<file path="src/rtl/pipe_pkg.sv">
// Shared types and lane-0 control-bit layout for the CPU inter-stage pipeline registers.
package pipe_pkg;

  typedef enum logic [1:0] {
    EMPTY = 2'd0,
    FULL  = 2'd1,
    SKID  = 2'd2
  } state_t;

  localparam int REGWRITE_BIT = 14;
  localparam int MEMTOREG_LO  = 12;
  localparam int MEMTOREG_HI  = 13;

  localparam logic [31:0] DEF_CTRL_MASK =
    (32'd1 << REGWRITE_BIT) | (32'd3 << MEMTOREG_LO);

endpackage

</file>
<file path="src/rtl/sat_counter.sv">
// Saturating up-counter, one step per cycle with inc high; holds at all-ones.
module sat_counter #(
  parameter int CNT_W = 16
) (
  input  logic             clk,
  input  logic             rst,
  input  logic             inc,
  output logic [CNT_W-1:0] count
);

  always_ff @(posedge clk or posedge rst) begin
    if (rst) begin
      count <= '0;
    end else if (inc && (count != {CNT_W{1'b1}})) begin
      count <= count + 1'b1;
    end
  end

endmodule

</file>
<file path="src/rtl/pipe_stage_buf.sv">
// Pipeline register with one-entry skid: 1-cycle latency, full throughput, ready_o decoded from state only.
// Flush empties both entries; lane-0 control bits read as zero while the output is not valid.
module pipe_stage_buf
  import pipe_pkg::*;
#(
  parameter int             NCH       = 6,
  parameter int             W         = 32,
  parameter logic [W-1:0]   CTRL_MASK = W'(DEF_CTRL_MASK),
  parameter int             CNT_W     = 16
) (
  input  logic               clk,
  input  logic               rst,
  input  logic               valid_i,
  output logic               ready_o,
  input  logic [NCH*W-1:0]   data_i,
  input  logic               flush_i,
  output logic               valid_o,
  input  logic               ready_i,
  output logic [NCH*W-1:0]   data_o,
  output logic [CNT_W-1:0]   stall_cnt_o
);

  localparam int DW = NCH * W;

  state_t          r_state;
  state_t          w_state_nxt;
  logic [DW-1:0]   r_m;
  logic [DW-1:0]   r_s;
  logic [DW-1:0]   w_m_nxt;
  logic [DW-1:0]   w_s_nxt;
  logic            w_in_fire;
  logic            w_out_fire;
  logic [W-1:0]    w_lane0_keep;

  assign w_in_fire  = valid_i & ready_o;
  assign w_out_fire = valid_o & ready_i;

  always_ff @(posedge clk or posedge rst) begin
    if (rst) begin
      r_state <= EMPTY;
      r_m     <= '0;
      r_s     <= '0;
    end else begin
      r_state <= w_state_nxt;
      r_m     <= w_m_nxt;
      r_s     <= w_s_nxt;
    end
  end

  always_comb begin
    w_state_nxt = r_state;
    w_m_nxt     = r_m;
    w_s_nxt     = r_s;
    if (flush_i) begin
      // Flush beats both a same-cycle accept and a same-cycle delivery.
      w_state_nxt = EMPTY;
      w_m_nxt     = '0;
      w_s_nxt     = '0;
    end else begin
      case (r_state)
        EMPTY: begin
          if (w_in_fire) begin
            w_m_nxt     = data_i;
            w_state_nxt = FULL;
          end
        end
        FULL: begin
          if (w_in_fire && ready_i) begin
            w_m_nxt = data_i;
          end else if (w_in_fire) begin
            w_s_nxt     = data_i;
            w_state_nxt = SKID;
          end else if (w_out_fire) begin
            w_state_nxt = EMPTY;
          end
        end
        SKID: begin
          if (w_out_fire) begin
            w_m_nxt     = r_s;
            w_state_nxt = FULL;
          end
        end
        default: w_state_nxt = EMPTY;
      endcase
    end
  end

  always_comb begin
    valid_o      = (r_state != EMPTY);
    ready_o      = (r_state != SKID);
    w_lane0_keep = valid_o ? {W{1'b1}} : ~CTRL_MASK;
    data_o          = r_m;
    data_o[W-1:0]   = r_m[W-1:0] & w_lane0_keep;
  end

  sat_counter #(
    .CNT_W (CNT_W)
  ) u_stall_cnt (
    .clk   (clk),
    .rst   (rst),
    .inc   (valid_o & ~ready_i),
    .count (stall_cnt_o)
  );

endmodule

</file>
<file path="config.mk">
export PLATFORM = sky130hd
export DESIGN_NAME = pipe_stage_buf
export DESIGN_NICKNAME = d
export VERILOG_FILES = /design/src/rtl/pipe_pkg.sv /design/src/rtl/sat_counter.sv /design/src/rtl/pipe_stage_buf.sv
export SDC_FILE = /design/constraint.sdc
export NUM_CORES = 1
export LEC_CHECK = 0
export BUFFER_PORTS_ARGS = -buffer_cell sky130_fd_sc_hd__buf_4
export CAP_MARGIN = 20
export CORE_ASPECT_RATIO = 0.5
export CORE_MARGIN = 3
export CORE_UTILIZATION = 40
export DETAILED_ROUTE_END_ITERATION = 7
export SYNTH_ARGS = -nofsm -noshare
export SYNTH_HDL_FRONTEND = slang
export SYNTH_SLANG_ARGS = --single-unit
</file>
<file path="constraint.sdc">
create_clock -name clk -period 27.6 [get_ports clk]
set_input_delay 2.76 -clock clk [delete_from_list [all_inputs] [get_ports clk]]
set_output_delay 2.76 -clock clk [all_outputs]
set_load 0.01 [all_outputs]
</file>
==> impl_metrics.env <==
export IMPL_status="completed"
export IMPL_grt_max_degree=126
export IMPL_p_leak_uw=0.01129
export IMPL_cts_made_buffers=40
export IMPL_yosys_top_cells_area="dfrtp_1, nand2_1, mux2i_1"
export IMPL_io_buffers=406
export IMPL_cp_required_ns=28.04
export IMPL_cts_setup_buffers=0
export IMPL_cp_arrival_ns=5.43
export IMPL_hold_depth=2
export IMPL_clk_latency_ns=0.54
export IMPL_dieArea_um2=50620
export IMPL_cap_viol_max_count=0
export IMPL_fin_tns_setup_ns=0
export IMPL_synth_edf_count=0
export IMPL_synth_area_um2=19120
export IMPL_async_flop_share_pct=100.0
export IMPL_antenna_found_initial=5
export IMPL_p_seq_share_pct=46.8
export IMPL_clockPowerShare_pct=39.5
export IMPL_mostFrequentLayoutCells="nand2_1, buf_4, dfrtp_1"
export IMPL_dp_hpwl_mm=31.54
export IMPL_critPathLaunchType="primary input"
export IMPL_p_sw_share_pct=26.01
export IMPL_yosysWarnings=0
export IMPL_skew_ns=0.01411
export IMPL_syn_inst=1964
export IMPL_fp_dieH_um=160.6
export IMPL_grt_pass1_vias=13587
export IMPL_clock_fmax_mhz=200.6
export IMPL_r2r_cells=6
export IMPL_boundaryPins=407
export IMPL_ant_nets=0
export IMPL_pre_cts_slack_ns=21.94
export IMPL_layout_commonest_cell="nand2_1"
export IMPL_reg2reg_slack_ns=24.39
export IMPL_worstPathMaxFanout=90
export IMPL_rsz0062_at_grt="false"
export IMPL_postCtsHoldBufs=0
export IMPL_hp_class="flip-flop to flip-flop"
export IMPL_fin_ws_ns=22.62
export IMPL_relSlewSlack_pct=27.85
export IMPL_r2r_start="r_state[1]"
export IMPL_routed_wl_mm=50.03
export IMPL_hold_viol_final=0
export IMPL_finalSetupViolCount=0
export IMPL_fillCellCount=4328
export IMPL_final_layout_size_suffix_gt1_share_pct=23.40
export IMPL_ys_flop_type="dfrtp_1"
export IMPL_vias=13660
export IMPL_drc=0
export IMPL_rows=55
export IMPL_cts_root_buf="clkbuf_16"
export IMPL_path_clk_slew_ns=0.06
export IMPL_initial_core_util_pct=41.41
export IMPL_holdPathEnd="r_m[9]"
export IMPL_synth_seq_cells=402
export IMPL_core_um2=46180
export IMPL_drtIter0Drc=880
export IMPL_grt_use_total_pct=19.30
export IMPL_rr_endpoint="r_m[95]"
export IMPL_syn_num_nets=2162
export IMPL_yosys_cell_types_count=33
export IMPL_power_frac_comb_pct=13.7
export IMPL_h_tree_depth=2
export IMPL_endpoint_kind="flip-flop"
export IMPL_vias_per_cell=4.964
export IMPL_p_switching_uw=360.2
export IMPL_area_delta_synth_final_pct=17.27
export IMPL_wire_per_inst_um=18.18
export IMPL_yosysTopAreaCell="dfrtp_1"
export IMPL_internal_power_uw=1025
export IMPL_grt_pass1_wl_mm=78.64
export IMPL_synth_area_per_cell_um2=9.735
export IMPL_fp_dieW_um=315.2
export IMPL_cts_root_to_sink_buffers=3
export IMPL_gp_congestion=0.7935
export IMPL_grt_overflow=0
export IMPL_finalCriticalPeriod_ns=4.985
export IMPL_max_slew_worst_pin_slew_ns=1.082
export IMPL_p_per_area_nw_per_um2=61.76
export IMPL_yosysSeqAreaShare_pct=52.61
export IMPL_ir_drop_mv=0.03442
export IMPL_drv_slew=0
export IMPL_drtPass1Iterations=7
export IMPL_worstHoldStart="r_m[9]"
export IMPL_crit_type="primary input to flip-flop"
export IMPL_nets=2290
export IMPL_clock_sinks=402
export IMPL_synth_top_area_share_pct=52.61
export IMPL_ctsResizeCount=0
export IMPL_min_period_over_period_pct=18.06
export IMPL_tritoncts="yes"
## layout make-up
class,instances,area [um^2],area share [%]
timing repair buffer,427,3266,14.56
antenna,5,12.51,0.05580
clock inverter,7,66.31,0.2958
sequential,402,10060,44.87
clock buffer,63,1229,5.480
inverter,3,18.77,0.08371
multi-input combinational,1218,6985,31.16
tap,627,784.5,3.499
## registers in the layout, indices dropped and copies added, names as in the netlist
| register | flops |
|---|---|
| r_state | 2 |
| u_stall_cnt.count | 16 |
| r_s | 192 |
| r_m | 192 |
## cell usage after synthesis, drive strengths merged, types with 2 or more instances
library cell  number
o31ai            192
nand4b             2
and3               6
dfrtp            402
buf              270
xnor2             14
a21oi            194
mux2i            192
nand4              5
inv                3
clkbuf            71
o211ai             3
nor2               3
nand2            582
o2111ai            3
nor2b              4
mux2               2
nand3              3
## how the worst max path moves through the flow
stage             from        to  slack (ns)  cells past startpoint
2_1_floorplan      rst    r_m[0]       13.66                      1
3_3_place_gp       rst   r_m[83]       21.99                      4
3_5_place_dp   ready_i   r_m[77]       21.94                      7
4_1_cts        ready_i   r_m[77]       22.52                      7
5_1_grt        ready_i  r_m[103]       22.37                      7
6_report       valid_i   r_s[71]       22.62                      7
## kinds of logic after synthesis
family | Yosys count | synth area share, %
fa+ha+maj | 1 | 0.06543
compound gates | 397 | 13.11
flops | 402 | 52.61
xor+xnor | 15 | 0.6871
buf+inv | 344 | 10.97
mux | 194 | 10.17
simple gates | 611 | 12.38
## critical path, stage by stage
cell and delay, ns:
buf_4 0.09, nor2b_1 0.32, nor3b_2 0.26, buf_4 0.65, buf_4 0.94, nand2_1 0.11
a21oi_1 0.19
## stage by stage
step	hold slack (ns)	utilization, %	instance area [um^2]	total power, uW	instances
floorplan	0.4407	-	19120	785.0	1964
global placement	0.4528	45.61	21060	848.8	2675
detailed placement	0.4670	45.61	21060	852.0	2675
CTS	0.4809	48.41	22350	1404	2745
global route	0.4970	48.56	22420	1447	2752
finish	0.4749	48.56	22420	1385	2752
## layer usage
| layer | global-route usage [%] | up-vias | wire length, um |
|---|---|---|---|
| met1 | 23.65 | 6679 | 20300 |
| met5 | 0 | - | 0 |
| met4 | 6.454 | 0 | 1558 |
| met3 | 3.133 | 84 | 1569 |
| li1 | - | 6719 | - |
| met2 | 34.60 | 178 | 26610 |
## power by group through the flow
stage          combinational, uW  sequential (uW)  clock (uW)
2_1_floorplan                131              654           0
3_3_place_gp                 190              659           0
3_5_place_dp                 193              659           0
4_1_cts                      193              649         562
5_1_grt                      209              653         586
6_report                     190              648         547
(Power assumes the default switching activity.)
